===== config.mk =====
export PLATFORM = sky130hd
export DESIGN_NAME = cpu_run_ctrl
export DESIGN_NICKNAME = d
export VERILOG_FILES = /design/src/rtl/cpu_run_ctrl.sv
export SDC_FILE = /design/constraint.sdc
export NUM_CORES = 1
export LEC_CHECK = 0
export BUFFER_PORTS_ARGS = -buffer_cell sky130_fd_sc_hd__buf_4
export CAP_MARGIN = 20
export CORE_ASPECT_RATIO = 0.75
export CORE_MARGIN = 2
export CORE_UTILIZATION = 48
export DETAILED_ROUTE_END_ITERATION = 10
export GPL_TIMING_DRIVEN = 0
export PLACE_DENSITY = 0.75
export SYNTH_ARGS = -nofsm -noshare
export SYNTH_HDL_FRONTEND = slang
export SYNTH_SLANG_ARGS = --single-unit

===== constraint.sdc =====
create_clock -name clk_pi -period 2.05 [get_ports clk_pi]
set_input_delay 0.205 -clock clk_pi [delete_from_list [all_inputs] [get_ports clk_pi]]
set_output_delay 0.205 -clock clk_pi [all_outputs]
set_load 0.1 [all_outputs]

===== src/rtl/cpu_run_ctrl.sv =====
// Run/halt/single-step sequencer for the 16-bit single-cycle core.
// Generates the datapath clock enable and reset, and counts enabled cycles.
module cpu_run_ctrl #(
  parameter int unsigned DIV_COUNT = 1,
  parameter bit          AUTO_RUN  = 1'b1,
  parameter int unsigned CNT_W     = 32
) (
  input  logic             clk_pi,
  input  logic             reset_pi,
  input  logic             run_req_pi,
  input  logic             step_req_pi,
  input  logic             halt_req_pi,
  input  logic             halt_cmd_pi,
  input  logic             rst_cmd_pi,
  output logic             cpu_clk_en_po,
  output logic             cpu_reset_po,
  output logic             halted_po,
  output logic [CNT_W-1:0] cycle_count_po
);

  localparam int unsigned DIV_W = (DIV_COUNT > 1) ? $clog2(DIV_COUNT) : 1;
  localparam logic [DIV_W-1:0] DIV_LAST = DIV_W'(DIV_COUNT - 1);

  typedef enum logic [1:0] {
    ST_RUN    = 2'd0,
    ST_STEP   = 2'd1,
    ST_HALTED = 2'd2
  } state_e;

  localparam state_e RESET_STATE = AUTO_RUN ? ST_RUN : ST_HALTED;

  state_e           state_q, state_d;
  logic [DIV_W-1:0] div_cnt_q, div_cnt_d;
  logic             skip_q, skip_d;
  logic             run_prev_q, run_prev_d;
  logic             step_prev_q, step_prev_d;
  logic             halt_prev_q, halt_prev_d;
  logic [CNT_W-1:0] cycle_count_q, cycle_count_d;

  logic tick_s;
  logic run_req_s;
  logic step_req_s;
  logic halt_req_s;
  logic active_s;
  logic clk_en_s;

  // State register; prev registers reset to 1 so a button held through reset is not a request.
  always_ff @(posedge clk_pi) begin
    if (reset_pi) begin
      state_q       <= RESET_STATE;
      div_cnt_q     <= '0;
      skip_q        <= 1'b0;
      run_prev_q    <= 1'b1;
      step_prev_q   <= 1'b1;
      halt_prev_q   <= 1'b1;
      cycle_count_q <= '0;
    end else begin
      state_q       <= state_d;
      div_cnt_q     <= div_cnt_d;
      skip_q        <= skip_d;
      run_prev_q    <= run_prev_d;
      step_prev_q   <= step_prev_d;
      halt_prev_q   <= halt_prev_d;
      cycle_count_q <= cycle_count_d;
    end
  end

  // Tick, edge detection, enable generation and next-state selection.
  always_comb begin
    tick_s    = (div_cnt_q == DIV_LAST) & ~reset_pi;
    div_cnt_d = (div_cnt_q == DIV_LAST) ? '0 : div_cnt_q + DIV_W'(1);

    run_req_s   = run_req_pi  & ~run_prev_q;
    step_req_s  = step_req_pi & ~step_prev_q;
    halt_req_s  = halt_req_pi & ~halt_prev_q;
    run_prev_d  = run_req_pi;
    step_prev_d = step_req_pi;
    halt_prev_d = halt_req_pi;

    active_s = (state_q == ST_RUN) | (state_q == ST_STEP);
    // skip lets a resume execute past the HALT instruction it stopped on.
    clk_en_s = tick_s & active_s & (~halt_cmd_pi | skip_q);

    state_d = state_q;
    if (halt_req_s) begin
      state_d = ST_HALTED;
    end else begin
      case (state_q)
        ST_RUN: begin
          if (tick_s & halt_cmd_pi & ~skip_q) begin
            state_d = ST_HALTED;
          end else begin
            state_d = ST_RUN;
          end
        end
        ST_STEP: begin
          if (tick_s) begin
            state_d = ST_HALTED;
          end else begin
            state_d = ST_STEP;
          end
        end
        ST_HALTED: begin
          if (step_req_s) begin
            state_d = ST_STEP;
          end else if (run_req_s) begin
            state_d = ST_RUN;
          end else begin
            state_d = ST_HALTED;
          end
        end
        default: begin
          state_d = ST_HALTED;
        end
      endcase
    end

    if ((state_q == ST_HALTED) & (state_d != ST_HALTED)) begin
      skip_d = 1'b1;
    end else if (clk_en_s) begin
      skip_d = 1'b0;
    end else begin
      skip_d = skip_q;
    end

    if (clk_en_s) begin
      cycle_count_d = cycle_count_q + CNT_W'(1);
    end else begin
      cycle_count_d = cycle_count_q;
    end
  end

  assign cpu_clk_en_po  = clk_en_s;
  assign cpu_reset_po   = reset_pi | (clk_en_s & rst_cmd_pi);
  assign halted_po      = (state_q == ST_HALTED);
  assign cycle_count_po = cycle_count_q;

endmodule


==> impl_metrics.csv, run 1 <==
group,metric,value,unit
outcome,status,"finished, final reports clean",
routing,routed_wl,4.502,mm
grt,gr-usage-met3,4.601,%
logic_synthesis,synth_area_per_cell,8.880,um2
sta,drv_slew,0,
run,cap_violations,0,
logic_synthesis,ys_ff_latch,39,
logic_synthesis,yosysSeqAreaShare,40.70,%
setup_path,cpMaxStageDelayCell,"or4_1",
logic_synthesis,ys_async_sr_fraction,0,%
final_layout,final_layout_size_suffix_gt1_share,41.48,%
setup_path,crit_chain,"nand4_1 > or4_1 > buf_4 > or4_1 > a21oi_1",
sta,timing_hold_violations_final,0,
logic_synthesis,synth-edff-count,0,
grt,gr-total-overflow,0,
logic_synthesis,synth_cell_types,41,
logic_synthesis,yosysWarnings,0,
setup_path,arrival,2.21,ns
routing,antenna_left,0,
routing,drcViolationCount,0,
clock_network,clkSinkCount,39,
routing,first_pass_iters,4,
sta,grt_setup_unrepaired,"no",
grt,antenna_found_initial,0,
grt,grt_max_degree,13,
setup_path,end_kind,"flop",
setup_path,crit_fanout,10,
final_layout,fillCellCount,320,
clock_network,numCtsBuffers,5,
logic_synthesis,syn_nets,224,
power_and_ir_drop,power_density,600.2,mW/mm2
final_layout,syn_to_final_growth,33.92,%
setup_path,crit_type,"flop to flop",
die,die_h,58.75,um
place,io_buffers,40,
final_layout,design_area,0.002569,mm2
setup_path,cp.required,2.28,ns
die,io_pins,42,
grt,grt_util_met2,32.33,%
grt,grt_usage,21.51,%
sta,final.period_utilization,96.78,%
grt,busiest_layer,"met2",
final_layout,final_util,68.39,%
sta,setup_viol,0,
routing,avgViaCountPerCell,5.742,
place,place_area,0.002367,mm2
die,start_util,51.07,%
routing,wl_per_cell,13.98,um
routing,dr.first_iter.drc_count,62,
power_and_ir_drop,p_total,1.542,mW
power_and_ir_drop,ir_worst_vdd,0.5057,mV
logic_synthesis,syn_area,0.001918,mm2
die,rows,19,
grt,grt_pass1_wl,7.610,mm
sta,min_period,1.984,ns
setup_path,cpMostUsedCell,"or4_1",
setup_path,start_kind,"flop",
place,gp_congestion,0.7991,
final_layout,fin_nets,277,
clock_network,h-tree-depth,2,
place,dpl.hpwl,3.197,mm
sta,max_freq,504.0,MHz
die,dieArea,0.004523,mm2
die,coreArea,0.003756,mm2
routing,vias,1849,
clock_network,clkTransAtPathRegs,0.08,ns
clock_network,cts_buffer_depth,2,
sta,fin_skew,0.009330,ns
setup_path,max_stage_delay,0.54,ns
clock_network,cts_tree,"built",
clock_network,insertion_delay,0.30,ns
min_path,holdCritPathClass,"input pin to flop",
clock_network,cts_root_buf,"clkbuf_8",
power_and_ir_drop,p_leak,0.9494,nW
logic_synthesis,syn-instance-count,216,
grt,grt_pass1_vias,1636,
die,die_w,77.00,um
final_layout,n_antenna_cell,0,
logic_synthesis,ys.flop_type,"dfxtp_1",
grt,met1_usage,29.63,%
## cell families after synthesis
kind of cell / Yosys count / share of synthesized area, %
and+or+nand+nor: 94 / 31.12
AOI/OAI and AO/OA: 53 / 16.50
DFF: 39 / 40.70
buffers and inverters: 18 / 5.805
xor gates and xnor gates: 6 / 2.740
muxes: 4 / 2.283
adders and majority gates: 1 / 0.6522
other: 1 / 0.1955
## cells in the final DEF, fill, tap and decap left out, types with 3 or more instances in the layout
cell / netlist / final
or2_2: 3 / 3
clkbuf_1: 6 / 5
dfxtp_4: 0 / 17
nand2b_1: 3 / 3
and3_1: 3 / 3
or4_1: 16 / 15
or3_1: 6 / 6
buf_4: 0 / 47
a21oi_1: 23 / 22
nor2_1: 13 / 12
nand2_1: 11 / 11
o31ai_1: 15 / 15
dfxtp_1: 39 / 10
clkbuf_8: 2 / 8
and4_1: 4 / 4
o21ai_0: 10 / 10
nand4_1: 11 / 11
dfxtp_2: 0 / 12
inv_1: 5 / 5
xor2_1: 4 / 4
nand3_1: 10 / 10
and2b_2: 3 / 4
## area by class of cell
type / instances / area, um2 / area share, %
Clock buffer: 6 / 82.58 / 3.215
Clock inverter: 2 / 35.03 / 1.364
Buffer: 13 / 96.34 / 3.751
Inverter: 5 / 18.77 / 0.7306
Multi-Input combinational cell: 159 / 1066 / 41.50
Tap cell: 52 / 65.06 / 2.533
Timing Repair Buffer: 46 / 345.3 / 13.44
Sequential cell: 39 / 859.6 / 33.46
## Yosys cell counts (2+ instances only)
master     n  area (um2)
and3_1     3       18.77
buf_6      2       22.52
nand2b_1   3       18.77
or3_1      6       37.54
nand4_1   11       68.82
mux2_2     3       33.78
o21ai_0   10       50.05
a21oi_1   23       115.1
inv_1      5       18.77
clkbuf_1   6       22.52
o31ai_1   15       112.6
xnor2_1    2       17.52
dfxtp_1   39       780.8
nand3_1   10       50.05
or4_1     16       120.1
nand2_1   11       41.29
or2_2      3       18.77
nor4_1     3       18.77
and2b_2    3       26.28
nor2_1    13       48.80
a21o_1     2       15.01
clkbuf_8   2       27.53
and4_1     4       35.03
xor2_1     4       35.03
## power by group
part	internal (mW)	switching (mW)
Sequential	0.743	0.0101
Combinational	0.0372	0.0753
Clock	0.394	0.282
## registers in the layout, indices dropped and copies added, names as in the netlist
signal,flops
cycle_count_po,32
div_cnt_q,1
halt_prev_q,1
run_prev_q,1
skip_q,1
state_q,2
step_prev_q,1
## routing by layer
metal / up-vias / share of wire (%)
met1: 862 / 51
met4: 0 / 2.1
met2: 50 / 42
met3: 8 / 5.1
li1: 929 / -
met5: - / 0
## path summary, 6_finish.rpt
check        slack [ns]                  to  cells after the start                from
min                0.09          run_prev_q                      2          run_req_pi
max                0.07  cycle_count_po[26]                      5  cycle_count_po[15]
max reg2reg        0.07  cycle_count_po[26]                      5  cycle_count_po[15]
min reg2reg        0.48              skip_q                      2              skip_q
## per-stage QoR
step | TNS [ns] | setup WS, ns | hold WS, ns | cells
global route | 0 | 0.002945 | 0.09109 | 322
global placement | -0.8130 | -0.1652 | 0.4025 | 308
detailed placement | -1.145 | -0.1942 | 0.4066 | 308
CTS | 0 | 0.03742 | 0.08598 | 318
floorplan | -0.05292 | -0.05292 | 0.3088 | 216
finish | 0 | 0.06602 | 0.09286 | 322
## critical path, delay by kind of cell, from the launching register on
family	cells	cell delay [ns]
flip-flops	1	0.38
AO/OA/AOI/OAI	1	0.16
AND/OR/NAND/NOR	3	1.20
buffers and inverters	1	0.18
## what timing repair did
action / in CTS / in global routing
endpoints found under the setup margin: 11 / 9
resized for setup: 1 / 8
setup buffers: 2 / 4
hold buffers: 0 / 0
pin swaps: 1 / 1
Power figures use the tool's default switching activity.
==> run 2: changes to the inputs <==
--- a/config.mk
+++ b/config.mk
@@ -13,6 +13,7 @@
 export DETAILED_ROUTE_END_ITERATION = 10
 export GPL_TIMING_DRIVEN = 0
 export PLACE_DENSITY = 0.75
+export REMOVE_ABC_BUFFERS = 1
 export SYNTH_ARGS = -nofsm -noshare
 export SYNTH_HDL_FRONTEND = slang
 export SYNTH_SLANG_ARGS = --single-unit
==> impl_metrics.csv, run 2 (same netlist as run 1, synthesis figures left out) <==
group,metric,value,unit
outcome,status,"finished, final reports clean",
sta,setup_viol,0,
sta,final.period_utilization,94.52,%
sta,finalSetupTns,0,ns
clock_network,numCtsBuffers,5,
setup_path,arrival,2.16,ns
final_layout,fillCellCount,342,
final_layout,fin_nets,268,
grt,gr-total-overflow,0,
final_layout,stdcell_count,313,
grt,grt_max_degree,47,
routing,antenna_left,0,
setup_path,start_kind,"flop",
setup_path,cpMaxStageDelayCell,"or4_4",
die,die_w,77.00,um
final_layout,final_layout_size_suffix_gt1_share,30.65,%
power_and_ir_drop,sw_frac_of_total,24.82,%
power_and_ir_drop,seq_power_share,56.3,%
min_path,holdCritPathClass,"input pin to flop",
power_and_ir_drop,p_leak,0.8760,nW
setup_path,crit_fanout,10,
final_layout,design_area,0.002382,mm2
routing,wl_per_cell,14.57,um
clock_network,cts_tree,"built",
place,io_buffers,41,
die,die_h,58.75,um
grt,grt_usage,20.49,%
place,dpl.hpwl,2.907,mm
final_layout,n_antenna_cell,0,
die,rows,19,
grt,grt_pass1_wl,7.348,mm
sta,fin_skew,0.008818,ns
sta,timing_hold_violations_final,0,
clock_network,insertion_delay,0.29,ns
place,gp_congestion,0.7726,
setup_path,cp.required,2.28,ns
routing,dr.first_iter.drc_count,107,
grt,antenna_found_initial,0,
power_and_ir_drop,p_comb_share,7.5,%
die,io_pins,42,
clock_network,cts_root_buf,"clkbuf_8",
setup_path,crit_chain,"nand4_1 > or4_4 > or4_1 > a21oi_1",
place,place_ws,-0.4972,ns
die,coreArea,0.003756,mm2
sta,grt_setup_unrepaired,"no",
grt,grt_pass1_vias,1567,
power_and_ir_drop,p_sw,0.3418,mW
power_and_ir_drop,p_clk_share,36.1,%
setup_path,end_kind,"flop",
power_and_ir_drop,power_density,577.9,mW/mm2
power_and_ir_drop,ir_worst_vdd,0.3985,mV
clock_network,cts-hold-fix-buffers,0,
sta,drv_slew,0,
routing,drcViolationCount,0,
clock_network,cts_buffer_depth,2,
setup_path,crit_type,"flop to flop",
die,start_util,51.07,%
run,cap_violations,0,
final_layout,final_util,63.42,%
sta,setup_ws,0.1123,ns
sta,max_freq,516.1,MHz
power_and_ir_drop,intPower,1.035,mW
final_layout,final_common_cell,"buf_4",
final_layout,largest_reg_flops,32,
power_and_ir_drop,p_total,1.377,mW
clock_network,h-tree-depth,2,
place,place_area,0.002198,mm2
routing,vias,1793,
die,dieArea,0.004523,mm2
routing,routed_wl,4.560,mm
routing,avgViaCountPerCell,5.728,
place,placed_cells,296,
clock_network,clkSinkCount,39,
routing,first_pass_iters,4,
final_layout,syn_to_final_growth,24.20,%
setup_path,max_stage_delay,0.64,ns
sta,hold_ws,0.1111,ns
final_layout,mostFrequentLayoutCells,"buf_4 (49), dfxtp_1 (32), a21oi_1 (23), o31ai_1 (15), or4_1 (15)",
sta,min_period,1.938,ns
clock_network,clkTransAtPathRegs,0.08,ns
-- run 2: cell types whose count changed in the layout (fill, tap and decap cells not counted), moves of 2 or more --
| cell | change |
|---|---|
| dfxtp_1 | +22 |
| dfxtp_4 | -17 |
| dfxtp_2 | -5 |
| clkbuf_1 | -3 |
| clkbuf_8 | -3 |
| buf_4 | +2 |
| buf_6 | -2 |
| clkbuf_2 | -2 |
-- run 2: worst max-delay path, delay by kind of cell (launching register included) --
family           cells  cell delay (ns)
AO/OA/AOI/OAI        1             0.15
flip-flops           1             0.42
AND/OR/NAND/NOR      3             1.31
-- run 2: layout make-up --
| cell class | count | area (um2) | share of cell area, % |
|---|---|---|---|
| Tap cell | 52 | 65.06 | 2.731 |
| Timing Repair Buffer | 49 | 367.9 | 15.44 |
| Clock buffer | 7 | 76.32 | 3.204 |
| Multi-Input combinational cell | 160 | 1060 | 44.49 |
| Clock inverter | 1 | 5.005 | 0.2101 |
| Sequential cell | 39 | 789.5 | 33.14 |
| Inverter | 5 | 18.77 | 0.7878 |
-- run 2: timing repair --
| item | 4_1_cts | 5_1_grt |
|---|---|---|
| endpoints found under the hold margin | 0 | 0 |
| cloned | 1 | 0 |
| pin swaps | 2 | 4 |
| setup endpoints to repair | 21 | 15 |
| setup buffers | 4 | 4 |
| gates resized for setup | 2 | 9 |
-- run 2: per-layer routing --
| metal | track usage, % | vias to the layer above | wire (um) |
|---|---|---|---|
| li1 | - | 902 | - |
| met1 | 29.13 | 836 | 2301 |
| met2 | 31.08 | 48 | 1973 |
| met3 | 4.755 | 7 | 238 |
| met4 | 6.888 | 0 | 48 |
| met5 | 0 | - | 0 |
-- run 2: power by group through the flow --
stage | Clock, mW | Sequential (mW) | Combinational [mW]
after floorplan | 0 | 0.801 | 0.0567
after detailed placement | 0 | 0.792 | 0.103
final | 0.498 | 0.776 | 0.104
after CTS | 0.504 | 0.774 | 0.103
after global routing | 0.545 | 0.776 | 0.111
after global placement | 0 | 0.792 | 0.102
-- run 2: worst paths after layout --
kind	from	endpoint	slack, ns	cells after the start
max	cycle_count_po[9]	cycle_count_po[30]	0.11	4
min	run_req_pi	run_prev_q	0.11	2
max reg2reg	cycle_count_po[9]	cycle_count_po[30]	0.11	4
min reg2reg	skip_q	skip_q	0.49	2
==> run 3: changes to the inputs <==
==> constraint.sdc (replaced) <==
create_clock -name clk_pi -period 1.57 [get_ports clk_pi]
set_input_delay 0.157 -clock clk_pi [delete_from_list [all_inputs] [get_ports clk_pi]]
set_output_delay 0.157 -clock clk_pi [all_outputs]
set_load 0.1 [all_outputs]
==> impl_metrics.csv, run 3 (same netlist as run 1, synthesis figures left out) <==
group,metric,value,unit
place,gp_congestion,0.7726,
sta,slew_headroom,57.42,%
place,place_area,0.002198,mm2
setup_path,crit_fanout,5,
power_and_ir_drop,ir_worst_vdd,0.5478,mV
grt,busiest_layer,"met2",
clock_network,cts_tree,"built",
routing,wl_per_cell,17.39,um
grt,gr-total-overflow,0,
grt,gr-usage-met3,4.908,%
setup_path,critPathBufInv,1,
place,dpl.hpwl,2.907,mm
final_layout,mostFrequentLayoutCells,"buf_4 (60), a21oi_1 (21), dfxtp_1 (18), dfxtp_2 (15), nor2_1 (13)",
clock_network,cts_root_buf,"clkbuf_8",
routing,avgViaCountPerCell,6.081,
setup_path,arrival,2.13,ns
setup_path,max_stage_delay,0.45,ns
final_layout,final_util,72.98,%
final_layout,final_layout_size_suffix_gt1_share,48.94,%
final_layout,largest_reg_flops,32,
final_layout,stdcell_count,334,
sta,fin_skew,0.007638,ns
clock_network,clkSinkCount,39,
die,start_util,51.07,%
sta,min_period,1.912,ns
grt,grt_pass1_wl,8.273,mm
clock_network,clkTransAtPathRegs,0.08,ns
routing,first_pass_iters,4,
clock_network,h-tree-depth,2,
setup_path,cpMaxStageDelayCell,"or4_4",
sta,final.period_utilization,121.8,%
sta,grt_setup_unrepaired,"yes",
outcome,status,"finished with violations",
setup_path,crit_type,"flop to flop",
sta,drv_slew,0,
clock_network,numCtsBuffers,5,
setup_path,end_kind,"flop",
outcome,violations,"negative setup slack",
final_layout,multiInputGateArea,0.001219,mm2
routing,dr.first_iter.drc_count,216,
routing,vias,2031,
sta,setup_ws,-0.3415,ns
setup_path,start_kind,"flop",
die,rows,19,
die,die_w,77.00,um
die,coreArea,0.003756,mm2
grt,antenna_found_initial,0,
place,placed_cells,296,
final_layout,final_common_cell,"buf_4",
die,dieArea,0.004523,mm2
final_layout,fin_nets,289,
final_layout,n_antenna_cell,0,
die,io_pins,42,
grt,grt_max_degree,47,
grt,grt_pass1_vias,1779,
grt,grt_usage,23.13,%
place,io_buffers,41,
sta,max_freq,523.1,MHz
routing,drcViolationCount,0,
run,cap_violations,0,
sta,worst_slew_pin_slew,0.6329,ns
grt,met1_usage,31.45,%
routing,routed_wl,5.809,mm
power_and_ir_drop,power_density,666.2,mW/mm2
setup_path,cp.required,1.79,ns
sta,timing_hold_violations_final,0,
setup_path,crit_chain,"nand4_1 > buf_4 > or4_4 > or4_1 > a21oi_1",
min_path,holdCritPathClass,"input pin to flop",
final_layout,design_area,0.002741,mm2
power_and_ir_drop,p_leak,1.027,nW
clock_network,cts_buffer_depth,2,
final_layout,syn_to_final_growth,42.92,%
clock_network,insertion_delay,0.29,ns
die,die_h,58.75,um
final_layout,final-seq-area,822.0,um2
grt,grt_util_met2,36.72,%
routing,antenna_left,0,
setup_path,crit_family,"simple AND/OR/NAND/NOR gates",
final_layout,fillCellCount,274,
sta,setup_viol,24,
## run 3: final timing paths
check / from / end / slack, ns / cells after the start
max: cycle_count_po[18] / cycle_count_po[30] / -0.34 / 5
max reg2reg: cycle_count_po[18] / cycle_count_po[30] / -0.34 / 5
min reg2reg: skip_q / skip_q / 0.48 / 2
min: run_req_pi / run_prev_q / 0.06 / 2
## run 3: metrics by stage
stage          setup TNS [ns]  hold WS (ns)  total power, mW  worst slack (ns)
4_1_cts                -3.402       0.05948            1.815           -0.2328
3_5_place_dp           -16.34        0.3567            1.168           -0.9772
2_1_floorplan          -30.36        0.2261            1.120            -1.324
5_1_grt                -5.859       0.04895            1.895           -0.3830
6_report               -4.290       0.06080            1.826           -0.3415
3_3_place_gp           -15.28        0.3510            1.167           -0.9486
## run 3: per-layer routing
layer | part of all wire (%) | up-vias
met1 | 45 | 979
met3 | 6.1 | 14
met5 | 0 | -
met4 | 1.8 | 0
li1 | - | 951
met2 | 47 | 87
## run 3: timing repair
action / in CTS / in global routing
setup endpoints to repair: 27 / 25
gates cloned: 3 / 1
pin swaps: 27 / 6
resized for setup: 51 / 25
hold buffers: 0 / 0
setup buffers: 18 / 8
## run 3: report_power, final
group          switching, mW  total [mW]  internal [mW]
Combinational          0.107       0.163         0.0555
Sequential            0.0159        1.01          0.991
Clock                  0.344       0.656          0.312
Total                  0.468        1.83           1.36
## run 3: area by class of cell
cell class              count  share of cell area, %
clock buffers               7                  2.784
clock inverters             1                 0.1826
inverters                   5                 0.7759
multi-input cells         163                  44.45
flip-flops and latches     39                  29.99
well taps                  52                  2.373
repair buffers             67                  19.44
